==> config.mk <==
export PLATFORM = sky130hd
export DESIGN_NAME = button_conditioner
export DESIGN_NICKNAME = d
export VERILOG_FILES = /design/src/rtl/stopwatch_pkg.sv /design/src/rtl/button_channel.sv /design/src/rtl/button_conditioner.sv
export SDC_FILE = /design/constraint.sdc
export NUM_CORES = 1
export LEC_CHECK = 0
export CAP_MARGIN = 20
export CORE_AREA = 2 2 98 100
export DETAILED_ROUTE_END_ITERATION = 8
export DIE_AREA = 0 0 100 102
export PLACE_DENSITY = 0.67
export SYNTH_ARGS = -nofsm -noshare
export SYNTH_HDL_FRONTEND = slang
export SYNTH_SLANG_ARGS = --single-unit
==> constraint.sdc <==
create_clock -name clk -period 1.6 [get_ports clk]
set_input_delay 0.32 -clock clk [delete_from_list [all_inputs] [get_ports clk]]
set_output_delay 0.32 -clock clk [all_outputs]
set_load 0.01 [all_outputs]
==> src/rtl/stopwatch_pkg.sv <==
// Shared definitions for the stopwatch front end: channel FSM encoding and
// default timing constants derived from the 1 kHz system clock.
package stopwatch_pkg;

  localparam int unsigned CLK_HZ      = 1000;
  localparam int unsigned DEBOUNCE_MS = CLK_HZ / 50;
  localparam int unsigned LONG_MS     = CLK_HZ;
  localparam int unsigned REPEAT_MS   = CLK_HZ / 5;

  typedef enum logic [1:0] {
    IDLE       = 2'd0,
    DB_PRESS   = 2'd1,
    HELD       = 2'd2,
    DB_RELEASE = 2'd3
  } btn_state_e;

endpackage

==> src/rtl/button_channel.sv <==
// One button: synchroniser, debounce FSM, long-press timer.
// Optional auto-repeat of press_pulse when BTN_AUTO_REPEAT_EN is defined.
module button_channel #(
  parameter int unsigned SYNC_STAGES = 2,
  parameter int unsigned DEBOUNCE_MS = stopwatch_pkg::DEBOUNCE_MS,
  parameter int unsigned LONG_MS     = stopwatch_pkg::LONG_MS
`ifdef BTN_AUTO_REPEAT_EN
  ,
  parameter int unsigned REPEAT_MS   = stopwatch_pkg::REPEAT_MS
`endif
) (
  input  logic clk,
  input  logic rst,
  input  logic btn_raw,
  output logic btn_level,
  output logic press_pulse,
  output logic release_pulse,
  output logic long_pulse
);
  import stopwatch_pkg::*;

  localparam int unsigned DB_W   = $clog2(DEBOUNCE_MS);
  localparam int unsigned HOLD_W = $clog2(LONG_MS);

  logic [SYNC_STAGES-1:0] sync;
  logic                   s;
  btn_state_e             state;
  logic [DB_W-1:0]        db_cnt;
  logic [HOLD_W-1:0]      hold_cnt;
  logic                   long_done;
  logic                   pressed;
  logic                   db_last;

`ifdef BTN_AUTO_REPEAT_EN
  localparam int unsigned REP_W = $clog2(REPEAT_MS);
  logic [REP_W-1:0]       rep_cnt;
`endif

  assign s       = sync[SYNC_STAGES-1];
  assign pressed = (state == HELD) || (state == DB_RELEASE);
  assign db_last = (db_cnt == DB_W'(DEBOUNCE_MS - 1));

  // Release acceptance is handled last so it overrides long/repeat pulses on the same edge.
  always_ff @(posedge clk) begin
    if (rst) begin
      sync          <= '0;
      state         <= IDLE;
      db_cnt        <= '0;
      hold_cnt      <= '0;
      long_done     <= 1'b0;
      btn_level     <= 1'b0;
      press_pulse   <= 1'b0;
      release_pulse <= 1'b0;
      long_pulse    <= 1'b0;
`ifdef BTN_AUTO_REPEAT_EN
      rep_cnt       <= '0;
`endif
    end else begin
      sync          <= {sync[SYNC_STAGES-2:0], btn_raw};
      press_pulse   <= 1'b0;
      release_pulse <= 1'b0;
      long_pulse    <= 1'b0;

      if (pressed && !long_done) begin
        if (hold_cnt == HOLD_W'(LONG_MS - 1)) begin
          long_pulse <= 1'b1;
          long_done  <= 1'b1;
        end else begin
          hold_cnt <= hold_cnt + HOLD_W'(1);
        end
      end

`ifdef BTN_AUTO_REPEAT_EN
      if (pressed && long_done) begin
        if (rep_cnt == REP_W'(REPEAT_MS - 1)) begin
          press_pulse <= 1'b1;
          rep_cnt     <= '0;
        end else begin
          rep_cnt <= rep_cnt + REP_W'(1);
        end
      end
`endif

      case (state)
        IDLE: begin
          if (s) begin
            state  <= DB_PRESS;
            db_cnt <= DB_W'(1);
          end
        end
        DB_PRESS: begin
          if (!s) begin
            state  <= IDLE;
            db_cnt <= '0;
          end else if (db_last) begin
            state       <= HELD;
            db_cnt      <= '0;
            hold_cnt    <= '0;
            press_pulse <= 1'b1;
            btn_level   <= 1'b1;
          end else begin
            db_cnt <= db_cnt + DB_W'(1);
          end
        end
        HELD: begin
          if (!s) begin
            state  <= DB_RELEASE;
            db_cnt <= DB_W'(1);
          end
        end
        DB_RELEASE: begin
          if (s) begin
            state  <= HELD;
            db_cnt <= '0;
          end else if (db_last) begin
            state         <= IDLE;
            db_cnt        <= '0;
            hold_cnt      <= '0;
            long_done     <= 1'b0;
            btn_level     <= 1'b0;
            release_pulse <= 1'b1;
            long_pulse    <= 1'b0;
            press_pulse   <= 1'b0;
`ifdef BTN_AUTO_REPEAT_EN
            rep_cnt       <= '0;
`endif
          end else begin
            db_cnt <= db_cnt + DB_W'(1);
          end
        end
        default: state <= IDLE;
      endcase
    end
  end

endmodule

==> src/rtl/button_conditioner.sv <==
// Conditions NUM_BTN raw buttons into clean levels and press/release/long pulses.
// Define BTN_AUTO_REPEAT_EN to enable press_pulse auto-repeat while held.
module button_conditioner #(
  parameter int unsigned NUM_BTN     = 4,
  parameter int unsigned SYNC_STAGES = 2,
  parameter int unsigned DEBOUNCE_MS = stopwatch_pkg::DEBOUNCE_MS,
  parameter int unsigned LONG_MS     = stopwatch_pkg::LONG_MS
`ifdef BTN_AUTO_REPEAT_EN
  ,
  parameter int unsigned REPEAT_MS   = stopwatch_pkg::REPEAT_MS
`endif
) (
  input  logic               clk,
  input  logic               rst,
  input  logic [NUM_BTN-1:0] btn_raw,
  output logic [NUM_BTN-1:0] btn_level,
  output logic [NUM_BTN-1:0] press_pulse,
  output logic [NUM_BTN-1:0] release_pulse,
  output logic [NUM_BTN-1:0] long_pulse
);
  import stopwatch_pkg::*;

  for (genvar i = 0; i < NUM_BTN; i++) begin : g_ch
    button_channel #(
      .SYNC_STAGES (SYNC_STAGES),
      .DEBOUNCE_MS (DEBOUNCE_MS),
      .LONG_MS     (LONG_MS)
`ifdef BTN_AUTO_REPEAT_EN
      ,
      .REPEAT_MS   (REPEAT_MS)
`endif
    ) u_ch (
      .clk           (clk),
      .rst           (rst),
      .btn_raw       (btn_raw[i]),
      .btn_level     (btn_level[i]),
      .press_pulse   (press_pulse[i]),
      .release_pulse (release_pulse[i]),
      .long_pulse    (long_pulse[i])
    );
  end

endmodule

==> results.toml, run 1 <==
[finish]
n_antenna_cell = 0
final_layout_size_suffix_gt1_share_pct = 11.94
fill_cells = 854
finalNetCount = 503
syn2layout_area_growth_pct = 10.60
fin_cells = 605

[route]
viasPerCell = 5.347
drt_iter0_drc = 69
drc = 0
drt-pass1-iter-count = 4
vias = 3235
drtAntennaViolNets = 0
totalWireLength_um = 7647
wl_per_cell_um = 12.64

[critical_path]
max_stage_delay_ns = 0.54
path_buf_inv = 1
end_kind = "primary output"
cp-start-kind = "flop"
cp_cell_sequence = "clkdlybuf4s50_1"
reg2reg_from = "g_ch[1].u_ch.db_cnt[0]"
reg2regPathDepth = 5
rrSetupSlack_ns = 0.08
critPathTopFamily = "buffers and inverters"
timing_worst_setup_path_type = "flop to primary output"
cp.required_ns = 1.28
crit_slowest_cell = "clkdlybuf4s50_1"
worstSetupStartpoint = "g_ch[3].u_ch.release_pulse"
crit_fanout = 1
cp.depth = 1
r2r-end = "g_ch[1].u_ch.btn_level"
worstPathArrival_ns = 1.21

[logic_synthesis]
yosysMostFrequentCell = "dfxtp_1"
ys_seq_area_share_pct = 43.41
synthAdderAreaFrac_pct = 2.261
syn_inst = 478
syn_nets = 492
syn_area_per_cell_um2 = 9.261
yosys-top-cells-count = "dfxtp_1, nor2_1, xnor2_1"
synthXorXnorAreaFrac_pct = 7.886
yosys.area.top_type = "dfxtp_1"
synth.area.top_cells = "dfxtp_1, xnor2_1, nor2_1, buf_4, nand3_1"
yosysWarnings = 0
ys_types = 66
ys.flop_type = "dfxtp_1"
synth_compound_gate_area_share_pct = 11.31
ys_seq_elements = 96
yosysTopAreaCellShare_pct = 43.41
synthMuxAreaShare_pct = 1.357
synthSimpleGateAreaFrac_pct = 27.64
synth_top_family_by_area = "simple AND/OR/NAND/NOR gates"
synth-edff-count = 0
async_flop_share_pct = 0
syn-cell-area_um2 = 4427

[grt]
grt_pass1_vias = 2897
grt_pass1_wl_um = 12940
grt_usage_pct = 15.33
grt_max_degree = 31
grt.overflow.total = 0
antenna_found_initial = 0

[min_path]
hp-class = "primary input to flop"
holdPathEnd = "g_ch[3].u_ch.db_cnt[3]"
min-delay-start = "rst"
whs_path_depth = 3

[sta]
hold_violations = 0
setup_ws_ns = 0.06520
fin_skew_ns = 0.01104
period_share_pct = 95.92
min_period_ns = 1.535
fmax_ghz = 0.6516
rsz0062_at_grt = "true"
slew_headroom_pct = 75.16
setup_viol = 0
slew_violations = 0
worst_pin_slew_ns = 0.3720

[die]
die_x_um = 100
die_height_um = 102
start_util_pct = 48.60
rows = 35
core_um2 = 9109
dieArea_um2 = 10200
ioPinCount = 22

[place]
hpwl_um = 5204
port_buffers = 21
finalWeightedCongestion = 0.7849
dp_cells = 589
place_ws_ns = 0.06993

[clock_tree]
ctsHoldBuffers = 0
cts_root_buffer = "clkbuf_8"
cts_max_path_buffers = 2
cts_tree = "yes"
htreeDepth = 3
cts_buffers = 9
cts.clk_slew.worst_paths_ns = 0.09
cts_sinks = 96
clkLatencyLatePin_ns = 0.36

[job]
cap_viol_max_count = 0

[power_and_ir_drop]
ir_drop_v = 0.0003523
p_leak_uw = 0.001721
powerDensity_nw_per_um2 = 860.4

[outcome]
status = "completed"
## sequential cells by signal, summed over array words and instances (netlist names), named ones only
| name | flops |
|---|---|
| g_ch.u_ch.press_pulse | 4 |
| g_ch.u_ch.long_pulse | 4 |
| g_ch.u_ch.btn_level | 4 |
| g_ch.u_ch.hold_cnt | 40 |
| g_ch.u_ch.sync | 8 |
| g_ch.u_ch.long_done | 4 |
| g_ch.u_ch.release_pulse | 4 |
| g_ch.u_ch.db_cnt | 20 |
| g_ch.u_ch.state | 4 |
## metal layers
metal / track usage, % / vias up / share of wire, %
met2: 25.26 / 26 / 45
met1: 20.39 / 1500 / 52
met5: 0 / - / 0
met3: 2.326 / 9 / 1.9
li1: - / 1700 / -
met4: 6.006 / 0 / 1.3
## timing repair
item / 4_1_cts / 5_1_grt
setup endpoints to repair: 1 / 40
buffers inserted: 0 / 0
gates resized for setup: 1 / 9
cloned: 0 / 0
## cells by family after synthesis
| group | after synthesis |
|---|---|
| AOI/OAI and AO/OA | 71 |
| xor gates and xnor gates | 39 |
| adders and majority gates | 8 |
| buffers and inverters | 47 |
| DFF | 96 |
| muxes | 6 |
| and+or+nand+nor | 211 |
## stage by stage
stage | hold slack [ns] | instance area (um^2) | total power, uW | util (%) | TNS (ns)
floorplan | 0.4138 | 4427 | 2593 | - | 0
global placement | 0.4205 | 4662 | 2652 | 51.18 | 0
detailed placement | 0.4279 | 4662 | 2655 | 51.18 | 0
CTS | 0.3988 | 4866 | 4286 | 53.42 | 0
global route | 0.4127 | 4896 | 4379 | 53.75 | -0.1275
finish | 0.4063 | 4896 | 4213 | 53.75 | 0
## how the worst max path moves through the flow
stage | slack, ns | end
CTS | 0.02 | btn_level[0]
global route | -0.05 | g_ch[1].u_ch.btn_level
global placement | 0.12 | g_ch[0].u_ch.btn_level
detailed placement | 0.07 | g_ch[3].u_ch.hold_cnt[2]
floorplan | 0.19 | g_ch[2].u_ch.hold_cnt[0]
finish | 0.07 | release_pulse[3]
## power breakdown
group          leakage, uW  internal (uW)  switching [uW]
clock            0.0000989            771             846
sequential        0.000776           2410            25.0
combinational     0.000846           70.8            85.7
total              0.00172           3260             957
## area by class of cell
cell class | count | area, um^2 | area share, %
clock inverters | 6 | 67.56 | 1.380
inverters | 12 | 45.04 | 0.9200
flip-flops and latches | 96 | 1923 | 39.28
clock buffers | 10 | 137.6 | 2.811
well taps | 111 | 138.9 | 2.837
repair buffers | 35 | 326.6 | 6.670
multi-input cells | 335 | 2257 | 46.10
## cell usage in the layout (no fill, tap or decap), types with 12 or more instances in the layout
cell type / n
nand2_1: 24
nor3_1: 20
xnor2_1: 27
clkdlybuf4s50_1: 17
dfxtp_1: 95
a21oi_1: 13
nand3_1: 23
nor2_1: 56
buf_4: 13
nor2b_1: 12
Note: power is estimated with default switching activity, not from simulation.
==> run 2, diff against run 1 <==
- MAX_ROUTING_LAYER: default -> met4
- PLACE_DENSITY: 0.67 -> 0.68
==> run 2 against run 1 <==
Core utilization is 0.12 points lower. Highest routed layer unchanged. Critical endpoint is now btn_level[0]. Count of clock-buffer cells in the layout is 1 higher. Worst setup slack better by 0.0060 ns. Design area is 0.23% lower. Sequential share of layout area is 0.091 points higher. Register-to-register slack better by 0.03 ns. Combinational power hardly changed. First-iteration DRC count is 48% higher. Wire length is 1.7% higher.
==> results.toml, run 2 (synthesis gave the netlist of run 1 again) <==
[clock_tree]
cts_max_path_buffers = 2
cts_sinks = 96
cts_buffers = 9
cts_tree = "yes"
ctsHoldBuffers = 0
cts_root_buffer = "clkbuf_8"
post-cts-setup-buffer-count = 0
cts.clk_slew.worst_paths_ns = 0.08
htreeDepth = 3
clkLatencyLatePin_ns = 0.34

[finish]
final_cell_mix = "dfxtp_1, nor2_1, xnor2_1, nand3_1, nand2_1"
largest_register = "g_ch.u_ch.hold_cnt"
syn2layout_area_growth_pct = 10.34
reg_top3 = "g_ch.u_ch.hold_cnt x40, g_ch.u_ch.db_cnt x20, g_ch.u_ch.sync x8"
n_antenna_cell = 0
final_common_cell = "dfxtp_1"
final_layout_size_suffix_gt1_share_pct = 13.01
finalNetCount = 504
fin_cells = 603
largest_reg_flops = 40

[place]
port_buffers = 21
place_ws_ns = 0.04910
finalWeightedCongestion = 0.7864
hpwl_um = 5230
dp_cells = 589

[die]
dieArea_um2 = 10200
ioPinCount = 22
rows = 35
die_x_um = 100
die_height_um = 102
core_um2 = 9109
start_util_pct = 48.60

[grt]
antenna_found_initial = 0
grt_pass1_wl_um = 13610
grt_usage_pct = 16.62
grt_pass1_vias = 3212
grt.overflow.total = 0
grt_max_degree = 48

[critical_path]
timing_worst_setup_path_type = "flop to primary output"
worstPathArrival_ns = 1.21
end_kind = "primary output"
crit_fanout = 2
max_stage_delay_ns = 0.53
cp_cell_sequence = "clkdlybuf4s50_1"
critPathTopFamily = "buffers and inverters"
crit_slowest_cell = "clkdlybuf4s50_1"
cp-start-kind = "flop"
path_buf_inv = 1
cp.required_ns = 1.28

[sta]
slew_violations = 0
setup_ws_ns = 0.07116
slew_headroom_pct = 69.27
fin_skew_ns = 0.005942
min_period_ns = 1.529
fmax_ghz = 0.6541
rsz0062_at_grt = "true"
period_share_pct = 95.55
hold_violations = 0
worst_pin_slew_ns = 0.4582
setup_viol = 0

[route]
drtAntennaViolNets = 0
wl_per_cell_um = 12.90
drc = 0
viasPerCell = 5.539
totalWireLength_um = 7776
vias = 3340
drt_iter0_drc = 102
drt-pass1-iter-count = 5

[min_path]
hp-class = "primary input to flop"

[power_and_ir_drop]
p_leak_uw = 0.001689
ir_drop_v = 0.0003894
powerDensity_nw_per_um2 = 791.5

[outcome]
status = "completed"

[job]
cap_viol_max_count = 0
[run 2: cell count changes in the layout (fill, tap and decap cells not counted), sizes merged]
cell,previous run,this run
clkdlybuf4s50,17,18
buf,15,16
bufinv,1,0
clkinvlp,2,0
clkbuf,10,11
inv,12,11
dlymetal6s2s,2,1
[run 2: final cells by class]
cell class | count | area [um^2]
multi-input combinational | 335 | 2303
sequential | 96 | 1923
inverter | 12 | 45.04
timing repair buffer | 36 | 332.8
tap | 111 | 138.9
clock inverter | 2 | 10.01
fill | 850 | 4224
clock buffer | 11 | 131.4
[run 2: metal layers]
layer | global-route usage, % | vias up | wire, um
met5 | - | - | 0
met3 | 3.078 | 15 | 205
met4 | 7.482 | 0 | 163
met1 | 19.68 | 1579 | 3815
li1 | - | 1693 | -
met2 | 27.70 | 53 | 3591
[run 2: timing repair]
action	in CTS	in global routing
pin swaps	0	2
gates resized for setup	1	20
cloned	0	1
setup endpoints to repair	1	40
[run 2: worst paths after layout]
| check | cells past startpoint | end | startpoint | slack, ns |
|---|---|---|---|---|
| min reg2reg | 1 | g_ch[1].u_ch.sync[1] | g_ch[1].u_ch.sync[0] | 0.44 |
| max reg2reg | 6 | g_ch[3].u_ch.hold_cnt[3] | g_ch[3].u_ch.db_cnt[1] | 0.11 |
| min | 3 | g_ch[2].u_ch.sync[0] | rst | 0.43 |
| max | 1 | btn_level[0] | g_ch[0].u_ch.btn_level | 0.07 |
[run 2: report_power, final]
part | internal, uW | total [uW] | switching, uW
clock network | 536 | 1270 | 733
logic | 71.2 | 158 | 87.2
registers | 2410 | 2440 | 26.0
total | 3020 | 3870 | 846
[run 2: metrics by stage]
step	instance area [um^2]	total power, uW	TNS (ns)	utilization (%)	hold slack, ns
after detailed placement	4662	2652	0	51.18	0.4292
after floorplan	4427	2593	0	-	0.4138
after CTS	4802	3930	0	52.72	0.4070
final	4885	3866	0	53.63	0.4255
after global routing	4885	4050	-0.003781	53.63	0.4363
after global placement	4662	2648	0	51.18	0.4197
